[src/rtl/shift_pipe.sv]
// Pipelined barrel shifter (SLL/SRL/SRA/ROR) with valid/ready handshakes and full backpressure.
// Optional SHIFT_PIPE_STICKY_EN adds out_sticky: the OR of bits shifted out past the LSB for SRL/SRA.
module shift_pipe #(
   parameter int N           = 32,
   parameter int LVL_PER_STG = 1,
   parameter int TAG_W       = 4
) (
   input  logic                 clk,
   input  logic                 rst,
   input  logic                 in_valid,
   output logic                 in_ready,
   input  logic [N-1:0]         in_data,
   input  logic [$clog2(N)-1:0] in_shamt,
   input  logic [1:0]           in_op,
   input  logic [TAG_W-1:0]     in_tag,
   output logic                 out_valid,
   input  logic                 out_ready,
   output logic [N-1:0]         out_data,
`ifdef SHIFT_PIPE_STICKY_EN
   output logic                 out_sticky,
`endif
   output logic [TAG_W-1:0]     out_tag
);

   localparam int L = $clog2(N);
   localparam int S = (L + LVL_PER_STG - 1) / LVL_PER_STG;

   // One conditional shift by sh = 2^k; sign is the operand's original MSB.
   function automatic logic [N-1:0] shift_lvl(input logic [N-1:0] d, input logic [1:0] op,
                                              input logic sign, input int sh);
      logic [N-1:0] fill;
      fill = sign ? ~({N{1'b1}} >> sh) : '0;
      case (op)
         2'b00:   shift_lvl = d << sh;
         2'b01:   shift_lvl = d >> sh;
         2'b10:   shift_lvl = (d >> sh) | fill;
         default: shift_lvl = (d >> sh) | (d << (N - sh));
      endcase
   endfunction

`ifdef SHIFT_PIPE_STICKY_EN
   function automatic logic lost_bits(input logic [N-1:0] d, input logic [1:0] op, input int sh);
      lost_bits = ((op == 2'b01) || (op == 2'b10)) && (|(d & ~({N{1'b1}} << sh)));
   endfunction
`endif

   logic [S-1:0] vld;
   logic [S-1:0] ready;

   for (genvar gi = 0; gi < S; gi++) begin : g_stg
      localparam int LO = gi * LVL_PER_STG;
      localparam int HI = (LO + LVL_PER_STG > L) ? L : LO + LVL_PER_STG;

      logic             src_valid;
      logic [N-1:0]     src_data;
      logic [1:0]       src_op;
      logic [L-1:0]     src_shamt;
      logic             src_sign;
      logic [TAG_W-1:0] src_tag;
      logic [N-1:0]     nxt_data;
      logic             valid_reg;
      logic [N-1:0]     data_reg;
      logic [TAG_W-1:0] tag_reg;
`ifdef SHIFT_PIPE_STICKY_EN
      logic             src_sticky;
      logic             nxt_sticky;
      logic             sticky_reg;
`endif

      if (gi == 0) begin : g_src
         assign src_valid = in_valid;
         assign src_data  = in_data;
         assign src_op    = in_op;
         assign src_shamt = in_shamt;
         assign src_sign  = in_data[N-1];
         assign src_tag   = in_tag;
`ifdef SHIFT_PIPE_STICKY_EN
         assign src_sticky = 1'b0;
`endif
      end else begin : g_src
         assign src_valid = g_stg[gi-1].valid_reg;
         assign src_data  = g_stg[gi-1].data_reg;
         assign src_op    = g_stg[gi-1].g_ctl.op_reg;
         assign src_shamt = g_stg[gi-1].g_ctl.shamt_reg;
         assign src_sign  = g_stg[gi-1].g_ctl.sign_reg;
         assign src_tag   = g_stg[gi-1].tag_reg;
`ifdef SHIFT_PIPE_STICKY_EN
         assign src_sticky = g_stg[gi-1].sticky_reg;
`endif
      end

      always_comb begin
         nxt_data = src_data;
`ifdef SHIFT_PIPE_STICKY_EN
         nxt_sticky = src_sticky;
`endif
         for (int k = LO; k < HI; k++) begin
            if (src_shamt[k]) begin
`ifdef SHIFT_PIPE_STICKY_EN
               nxt_sticky = nxt_sticky | lost_bits(nxt_data, src_op, 1 << k);
`endif
               nxt_data = shift_lvl(nxt_data, src_op, src_sign, 1 << k);
            end
         end
      end

      // A stage may load when it is empty or everything downstream of it can advance.
      assign vld[gi]   = valid_reg;
      assign ready[gi] = out_ready || !(&vld[S-1:gi]);

      always_ff @(posedge clk or negedge rst) begin
         if (!rst) begin
            valid_reg <= 1'b0;
            data_reg  <= '0;
            tag_reg   <= '0;
`ifdef SHIFT_PIPE_STICKY_EN
            sticky_reg <= 1'b0;
`endif
         end else if (ready[gi]) begin
            valid_reg <= src_valid;
            if (src_valid) begin
               data_reg <= nxt_data;
               tag_reg  <= src_tag;
`ifdef SHIFT_PIPE_STICKY_EN
               sticky_reg <= nxt_sticky;
`endif
            end
         end
      end

      // Control for later levels is only needed by stages that still have levels after them.
      if (gi < S - 1) begin : g_ctl
         logic [1:0]   op_reg;
         logic [L-1:0] shamt_reg;
         logic         sign_reg;

         always_ff @(posedge clk or negedge rst) begin
            if (!rst) begin
               op_reg    <= '0;
               shamt_reg <= '0;
               sign_reg  <= 1'b0;
            end else if (ready[gi] && src_valid) begin
               op_reg    <= src_op;
               shamt_reg <= src_shamt;
               sign_reg  <= src_sign;
            end
         end
      end
   end

   assign in_ready  = ready[0];
   assign out_valid = g_stg[S-1].valid_reg;
   assign out_data  = g_stg[S-1].data_reg;
   assign out_tag   = g_stg[S-1].tag_reg;
`ifdef SHIFT_PIPE_STICKY_EN
   assign out_sticky = g_stg[S-1].sticky_reg;
`endif

endmodule

[config.mk]
export PLATFORM = sky130hd
export DESIGN_NAME = shift_pipe
export DESIGN_NICKNAME = d
export VERILOG_FILES = /design/src/rtl/shift_pipe.sv
export SDC_FILE = /design/constraint.sdc
export NUM_CORES = 1
export LEC_CHECK = 0
export ABC_AREA = 0
export ABC_CLOCK_PERIOD_IN_PS = 3900
export CAP_MARGIN = 20
export CORE_UTILIZATION = 64
export DETAILED_ROUTE_END_ITERATION = 6
export PLACE_DENSITY = 0.88
export SYNTH_ARGS = -nofsm -noshare
export SYNTH_HDL_FRONTEND = slang
export SYNTH_SLANG_ARGS = --single-unit
[constraint.sdc]
create_clock -name clk -period 3.9 [get_ports clk]
set_input_delay 0.975 -clock clk [delete_from_list [all_inputs] [get_ports clk]]
set_output_delay 0.975 -clock clk [all_outputs]
set_load 0.005 [all_outputs]
==> flow_summary.yaml, run 1 <==
drt:
  drtIter0Drc: 1158
  routed_wirelength_mm: 28.6
  avgViaCountPerCell: 6.88
  route.vias.total: 9411
  drc: 0
  wire_per_inst_um: 20.9
  firstDrtPassIters: 6
  drt.antenna.violating_nets: 0
critical_path:
  worstPathRequired_ps: 2920
  worstPathMaxFanout: 4
  setup.worst_path.start_class: "primary input"
  path_class: "in -> out"
  setup.worst_path.end_class: "primary output"
  cp.arrival_ps: 2460
synthesis:
  avgSynthCellArea_sq_um: 10.2
  synth-simple-area-share: 0.119
  synth_edf_count: 0
  ys_seq_area_frac: 0.455
  syn_area_sq_um: 11400
  yosysUniqueCellTypes: 49
  synth_ff_type: "dfrtp_1"
  synth_mux_area_frac: 0.148
  netlist_instances: 1114
  synthXorXnorAreaFrac: 0.000770
  synth_fa_ha_area_frac: 0
  ys_ff_latch: 207
  async_flop_share: 1.00
  synth_nets: 1161
  synth_top_family_by_area: "compound AO/OA/AOI/OAI gates"
  yosysWarnings: 0
  synth-compound-area-share: 0.224
sta:
  postLayoutSetupSlackWorst_ps: 467
  fmax_mhz: 291
  worst_slew_margin_rel: 0.328
  setup_viol: 0
  period_needed_ps: 3430
  finClkSkew_ps: 9.30
  finalCritPeriodShare: 0.880
  rsz0062_at_grt: "false"
  hold_viol_final: 0
  maxSlewViolCount: 0
  worstMarginPinSlew_ps: 1010
  tns_ps: 0
finish:
  mostFrequentLayoutCells: "206 x dfrtp_1, 143 x mux2_2, 112 x o21ai_0"
  largest_reg_flops: 128
  antenna_cells: 0
  seqCellArea_sq_um: 5180
  drive_gt1_frac: 0.258
  multi_input_area_sq_um: 5600
  area_growth_pct: 14.4
  nFillCells: 1092
  nets: 1174
  final_common_cell: "dfrtp_1"
clock_tree:
  cts_inserted_buffers: 22
  cts_resized: 0
  postCtsSetupBuffers: 0
  h-tree-depth: 1
  clockRootBuffer: "clkbuf_16"
  cts_buffer_depth: 3
  hold_buffers: 0
  path_clk_slew_ps: 60
  insertion_delay_ps: 510
  cts_tree: "yes"
  cts.sinks: 207
grt:
  met2_usage: 0.505
  grt.overflow.total: 0
  grt_usage: 0.315
  grt_pass1_wl_mm: 45.6
  top_usage_layer: "met2"
  grt_pass1_vias: 8668
  grt.met3_usage: 0.0468
  grt_antenna_before_repair: 0
  grt_max_degree: 81
  gr-usage-met1: 0.436
power:
  seqPwrFrac: 0.404
  swShare: 0.367
  power.density_nw_per_um2: 750
  p_sw_mw: 3.59
  clockPowerShare: 0.221
  finalPower_mw: 9.77
  peakVddDrop_uv: 533
  p_comb_frac: 0.376
  leakagePower_nw: 5.02
  p_int_mw: 6.18
floorplan:
  initial_core_util: 0.656
  dieArea_sq_um: 18300
  pin_count: 85
  coreArea_sq_um: 17400
  rows: 48
  fp.dieW_um: 135
  die-height_um: 135
outcome:
  outcome: "completed"
placement:
  hpwl_mm: 18.4
  gp_congestion: 0.896
  pre_cts_ws_ps: 490
  place.port_buffers: 84
run:
  max_cap_violations: 0
min_path:
  hold_class: "in -> async"
[cells in the mapped netlist (2+ instances only)]
cell type	n	share of area
buf_1	2	0.00066
mux2_1	5	0.0049
buf_2	24	0.011
o211a_1	4	0.0035
o31ai_1	4	0.0026
o22ai_1	3	0.0016
a221oi_1	12	0.0092
inv_1	12	0.0040
clkbuf_1	79	0.026
a21oi_1	48	0.021
o311a_1	3	0.0026
nand3_1	3	0.0013
a22oi_1	16	0.011
buf_6	5	0.0049
o32ai_1	3	0.0023
clkbuf_2	4	0.0018
a31oi_1	91	0.050
o221ai_1	8	0.0062
mux2_2	143	0.14
a2bb2oi_1	10	0.0077
or3b_2	81	0.062
a211oi_1	16	0.011
o2bb2ai_1	28	0.022
nor2_1	99	0.033
mux2i_1	2	0.0018
or3b_1	8	0.0062
nand2b_1	6	0.0033
dfrtp_1	207	0.46
nand2_1	23	0.0076
buf_4	8	0.0053
o211ai_1	28	0.018
o21ai_0	112	0.049
[worst paths after layout]
kind / slack [ps] / cells past startpoint / to / from
max reg2reg: 1480 / 5 / g_stg[1].g_ctl.op_reg[0] / g_stg[2].valid_reg
max: 470 / 5 / in_ready / out_ready
max in group asynchronous: 2570 / 2 / g_stg[3].tag_reg[3] / rst
min reg2reg: 500 / 1 / out_data[16] / out_data[16]
min: 490 / 1 / g_stg[1].data_reg[14] / rst
min in group clk: 500 / 1 / out_data[16] / out_data[16]
[cell families after synthesis]
| kind of cell | after synthesis |
|---|---|
| flip-flops | 207 |
| AND/OR/NAND/NOR | 228 |
| multiplexers | 150 |
| XOR/XNOR | 1 |
| buffers and inverters | 135 |
| AO/OA/AOI/OAI | 393 |
[metrics by stage]
stage | utilization | hold WS [ps] | instance area [sq um] | cells
finish | 0.750 | 495 | 13000 | 1368
global route | 0.750 | 503 | 13000 | 1368
CTS | 0.745 | 496 | 12900 | 1364
detailed placement | 0.701 | 477 | 12200 | 1324
global placement | 0.700 | 469 | 12200 | 1323
floorplan | - | 454 | 11400 | 1114
[critical path, cell delays in order]
cell	delay, ps
clkdlybuf4s50_1	460
nand4b_1	240
nor2_1	250
inv_1	70
clkdlybuf4s50_1	450
[power by group through the flow]
stage | clock [mW] | sequential [mW] | combinational (mW)
after CTS | 2.17 | 3.99 | 3.42
final | 2.16 | 3.94 | 3.67
after floorplan | 0 | 3.51 | 2.54
after detailed placement | 0 | 4.00 | 3.35
after global routing | 2.25 | 4.03 | 3.97
after global placement | 0 | 3.96 | 3.19
[metal layers]
metal,wire length [um],share of wire,vias to the layer above
li1,-,-,4201
met1,11700,0.41,4632
met2,13800,0.48,470
met3,2070,0.072,108
met4,1090,0.038,0
met5,0,0,-
[final cells by class]
cell class,instances,share of cell area
inverter,13,0.00375
sequential,207,0.398
timing repair buffer,111,0.0881
clock buffer,32,0.0505
multi-input combinational,772,0.430
clock inverter,8,0.00778
tap,225,0.0216
Power figures use the tool's default switching activity.
==> run 2: changes to the inputs <==
CELL_PAD_IN_SITES_DETAIL_PLACEMENT = 2   (was unset)
CELL_PAD_IN_SITES_GLOBAL_PLACEMENT = 2   (was unset)
CORE_UTILIZATION = 42   (was 64)
==> run 2 against run 1 <==
- the run now ends with design-rule violations left
- setup slack got worse by 250 ps
- sequential cell count unchanged
- sequential power increased by 4%
- core utilization decreased by 25 points
- worst hold slack got worse by 59 ps
- via count increased by 3.7%
- first-iteration DRC count decreased by 30%
- critical endpoint unchanged
- highest routed layer unchanged
==> flow_summary.yaml, run 2 (synthesized netlist as in run 1, its figures left out) <==
run:
  max_cap_violations: 0
clock_tree:
  cts.sinks: 207
  hold_buffers: 0
  cts_inserted_buffers: 25
  cts_buffer_depth: 3
  clockRootBuffer: "clkbuf_16"
  insertion_delay_ps: 550
  path_clk_slew_ps: 60
  postCtsSetupBuffers: 0
  cts_resized: 0
  cts_tree: "yes"
  h-tree-depth: 1
critical_path:
  crit_chain: "clkdlybuf4s50_1, nand4b_1, nor2_1, inv_1, clkdlybuf4s50_1"
  cp-endpoint: "in_ready"
  cpMostUsedCell: "clkdlybuf4s50_1"
  worstPathMaxFanout: 5
  setup.worst_path.start_class: "primary input"
  startpoint: "out_ready"
  setup.worst_path.end_class: "primary output"
  worstPathRequired_ps: 2920
  cp.arrival_ps: 2710
  r2r_setup_slack_ps: 1430
  cp_slowest_cell: "clkdlybuf4s50_1"
  path_class: "in -> out"
  reg2reg_to: "g_stg[0].data_reg[16]"
  ff2ff_path_depth: 5
  r2r-start: "g_stg[3].valid_reg"
  slowest_delay_ps: 490
grt:
  grt_pass1_wl_mm: 66.5
  grt_pass1_vias: 10571
  grt.overflow.total: 0
  grt_antenna_before_repair: 0
  grt_max_degree: 73
  grt_usage: 0.306
sta:
  fmax_mhz: 271
  rsz0062_at_grt: "false"
  tns_ps: 0
  finalCritPeriodShare: 0.945
  setup_viol: 0
  hold_viol_final: 0
  worst_slew_margin_rel: 0.276
  maxSlewViolCount: 0
  period_needed_ps: 3690
  finClkSkew_ps: 28.7
  worstMarginPinSlew_ps: 1090
placement:
  hpwl_mm: 24.6
  place.port_buffers: 84
  gp_congestion: 0.801
power:
  peakVddDrop_uv: 403
  swShare: 0.405
  seqPwrFrac: 0.391
  leakagePower_nw: 5.04
  p_int_mw: 6.25
  p_sw_mw: 4.25
  power.density_nw_per_um2: 795
  p_comb_frac: 0.389
  finalPower_mw: 10.5
  clockPowerShare: 0.221
finish:
  seqCellArea_sq_um: 5180
  drive_gt1_frac: 0.257
  area_growth_pct: 16.1
  multi_input_area_sq_um: 5600
  mostFrequentLayoutCells: "206 x dfrtp_1, 143 x mux2_2, 112 x o21ai_0"
  antenna_cells: 0
  nets: 1177
  final_common_cell: "dfrtp_1"
  nFillCells: 2596
  largest_reg_flops: 128
drt:
  drtIter0Drc: 811
  drc: 1
  firstDrtPassIters: 7
  routed_wirelength_mm: 42.6
  avgViaCountPerCell: 6.59
  drt.antenna.violating_nets: 0
  route.vias.total: 9758
  wire_per_inst_um: 28.7
outcome:
  outcome: "finished, violations left"
  violations: "design-rule violations"
min_path:
  hold_class: "in -> async"
floorplan:
  rows: 59
  die-height_um: 167
  fp.dieW_um: 167
  initial_core_util: 0.432
  dieArea_sq_um: 27800
  pin_count: 85
  coreArea_sq_um: 26400
-- run 2: changes by cell type in the layout (fill, tap and decap cells not counted), sizes merged --
| cell | delta |
|---|---|
| clkbuf | +4 |
| inv | +1 |
| clkinv | -1 |
| bufinv | -1 |
-- run 2: worst min-delay path by stage --
stage / cells past startpoint / end / slack, ps
global route: 1 / g_stg[1].data_reg[13] / 490
floorplan: 1 / g_stg[0].g_ctl.shamt_reg[3] / 450
global placement: 1 / g_stg[0].g_ctl.shamt_reg[3] / 470
CTS: 1 / g_stg[1].data_reg[13] / 480
finish: 1 / g_stg[1].data_reg[13] / 440
detailed placement: 1 / out_data[26] / 480
-- run 2: critical path: cells and delay by family --
kind | cells | cell delay [ps]
buffers and inverters | 3 | 1030
and+or+nand+nor | 2 | 700
-- run 2: metrics by stage --
stage                     setup slack, ps   util  instance area (sq um)  cells  hold WS, ps
after floorplan                      1290      -                  11400   1114          454
after global placement                301  0.466                  12300   1433          468
after detailed placement              311  0.466                  12300   1433          476
after CTS                             205  0.497                  13100   1476          479
after global routing                  135  0.501                  13200   1481          489
final                                 213  0.501                  13200   1481          435
-- run 2: cell type report --
class | count | share of cell area
multi-input combinational | 772 | 0.424
clock inverter | 7 | 0.00568
timing repair buffer | 111 | 0.0887
inverter | 13 | 0.00369
clock buffer | 36 | 0.0543
tap | 335 | 0.0317
sequential | 207 | 0.392
-- run 2: per-layer routing --
metal | track usage | part of all wire | vias to the layer above
li1 | - | - | 4197
met1 | 0.397 | 0.41 | 5118
met2 | 0.536 | 0.51 | 341
met3 | 0.0316 | 0.041 | 102
met4 | 0.0970 | 0.031 | 0
met5 | 0 | 0 | -
-- run 2: power groups by stage --
stage                     Combinational, mW  Sequential (mW)  Clock (mW)
after floorplan                        2.54             3.51           0
after global placement                 3.31             4.01           0
after detailed placement               3.57             4.11           0
after CTS                              3.80             4.15        2.34
after global routing                   4.34             4.16        2.43
final                                  4.08             4.10        2.32
==> run 3: changes to the inputs <==
ABC_CLOCK_PERIOD_IN_PS = 3800   (was 3900)
CORE_UTILIZATION = 39   (was 42)
PLACE_DENSITY = 0.83   (was 0.88)
SLEW_MARGIN = 10   (was unset)
clock period = 3.8 ns   (was 3.9 ns; I/O delays follow)
==> run 3 against run 2 <==
- the run now ends clean
- setup slack improved by 110 ps
- register-to-register slack better by 130 ps
- non-clock buffer count increased by 3
- largest power group unchanged
- core utilization fell by 3.8 points
- design area is 0.72% higher
- highest routed layer unchanged
- first-iteration DRC count decreased by 30%
- final cell count rose by 3.6%
- critical path depth is the same
- clock-buffer cell count is the same
- power up 1.1%
==> flow_summary.yaml, run 3 (synthesized netlist as in run 1, its figures left out) <==
sta:
  finalCritPeriodShare: 0.915
  worst_slew_margin_rel: 0.270
  fmax_mhz: 288
  maxSlewViolCount: 0
  hold_viol_final: 0
  finClkSkew_ps: 18.2
  tns_ps: 0
  rsz0062_at_grt: "false"
  postLayoutSetupSlackWorst_ps: 322
  setup_viol: 0
  worstMarginPinSlew_ps: 1100
  period_needed_ps: 3480
critical_path:
  critPathBufInv: 3
  path_class: "in -> out"
  worstPathRequired_ps: 2850
  cp.arrival_ps: 2530
  worstPathMaxFanout: 4
  slowest_delay_ps: 500
  cpMostUsedCell: "clkdlybuf4s50_1"
  cpLargestDelayFamily: "buffers and inverters"
  crit_chain: "clkdlybuf4s50_1, nand4b_1, nor2_1, inv_1, clkdlybuf4s50_1"
  setup.worst_path.start_class: "primary input"
  cp_slowest_cell: "clkdlybuf4s50_1"
  setup.worst_path.end_class: "primary output"
placement:
  hpwl_mm: 24.4
  pre_cts_ws_ps: 395
  gp_congestion: 0.803
  detailed_place.area_sq_um: 12400
  place.port_buffers: 84
drt:
  drt.antenna.violating_nets: 0
  avgViaCountPerCell: 6.10
  drc: 0
  top_layer: "met4"
  wire_per_inst_um: 24.6
  routed-wl-met3_mm: 1.20
  dr_wl_met2_mm: 19.1
  drtIter0Drc: 568
  wl_met1_mm: 16.3
  routed_wirelength_mm: 37.7
  firstDrtPassIters: 4
  route.vias.total: 9357
clock_tree:
  cts_inserted_buffers: 25
  cts_resized: 0
  hold_buffers: 0
  cts.sinks: 207
  path_clk_slew_ps: 60
  cts_tree: "yes"
  insertion_delay_ps: 530
  h-tree-depth: 1
  postCtsSetupBuffers: 0
  clockRootBuffer: "clkbuf_16"
  cts_buffer_depth: 3
grt:
  grt_pass1_vias: 10388
  grt_usage: 0.254
  grt_pass1_wl_mm: 60.8
  grt.overflow.total: 0
  grt_max_degree: 95
  grt_antenna_before_repair: 0
min_path:
  hold_class: "reg -> reg"
finish:
  antenna_cells: 0
  drive_gt1_frac: 0.262
  final_common_cell: "dfrtp_1"
  seqCellArea_sq_um: 5180
  multi_input_area_sq_um: 5600
  largest_reg_flops: 128
  stdcell_area_sq_um: 13300
  mostFrequentLayoutCells: "206 x dfrtp_1, 143 x mux2_2, 112 x o21ai_0"
  nets: 1180
  area_growth_pct: 17.0
  nFillCells: 2965
floorplan:
  rows: 62
  dieArea_sq_um: 29900
  pin_count: 85
  die-height_um: 173
  initial_core_util: 0.397
  coreArea_sq_um: 28700
  fp.dieW_um: 173
run:
  max_cap_violations: 0
outcome:
  outcome: "completed"
power:
  peakVddDrop_uv: 350
  power.density_nw_per_um2: 798
  leakagePower_nw: 5.07
## run 3: cell types whose count changed in the layout (fill, tap and decap cells not counted), sizes merged
cell    change
buf         +3
clkinv      -1
bufinv      +3
## run 3: worst paths after layout
check / from / to / slack, ps / depth (start not counted)
max: out_ready / in_ready / 320 / 5
min: out_data[31] / out_data[31] / 490 / 1
max in group asynchronous: rst / out_data[9] / 2290 / 2
min reg2reg: out_data[31] / out_data[31] / 490 / 1
max reg2reg: g_stg[3].valid_reg / g_stg[2].data_reg[25] / 1560 / 5
min in group asynchronous: rst / g_stg[1].data_reg[17] / 520 / 1
## run 3: cell type report
type,count,share of cell area
clock inverter,9,0.0112
clock buffer,36,0.0546
sequential,207,0.389
tap,384,0.0361
timing repair buffer,114,0.0843
multi-input combinational,772,0.421
inverter,13,0.00367
## run 3: per-stage QoR
step	hold slack [ps]	total power [mW]	std cells	util
after floorplan	454	6.21	1114	-
after global placement	464	7.56	1489	0.432
after detailed placement	477	7.87	1489	0.432
after CTS	495	10.6	1534	0.463
after global routing	508	11.2	1535	0.464
final	487	10.6	1535	0.464
## run 3: power by group
| group | internal (mW) | total [mW] | switching [mW] |
|---|---|---|---|
| clock | 1.59 | 2.57 | 0.976 |
| combinational | 1.90 | 3.86 | 1.96 |
| sequential | 3.08 | 4.19 | 1.12 |
| total | 6.57 | 10.6 | 4.05 |
## run 3: routing by layer
metal / GRT usage / vias to the layer above
met1: 0.334 / 4894
li1: - / 4204
met3: 0.0273 / 77
met5: 0 / -
met2: 0.438 / 182
met4: 0.0774 / 0
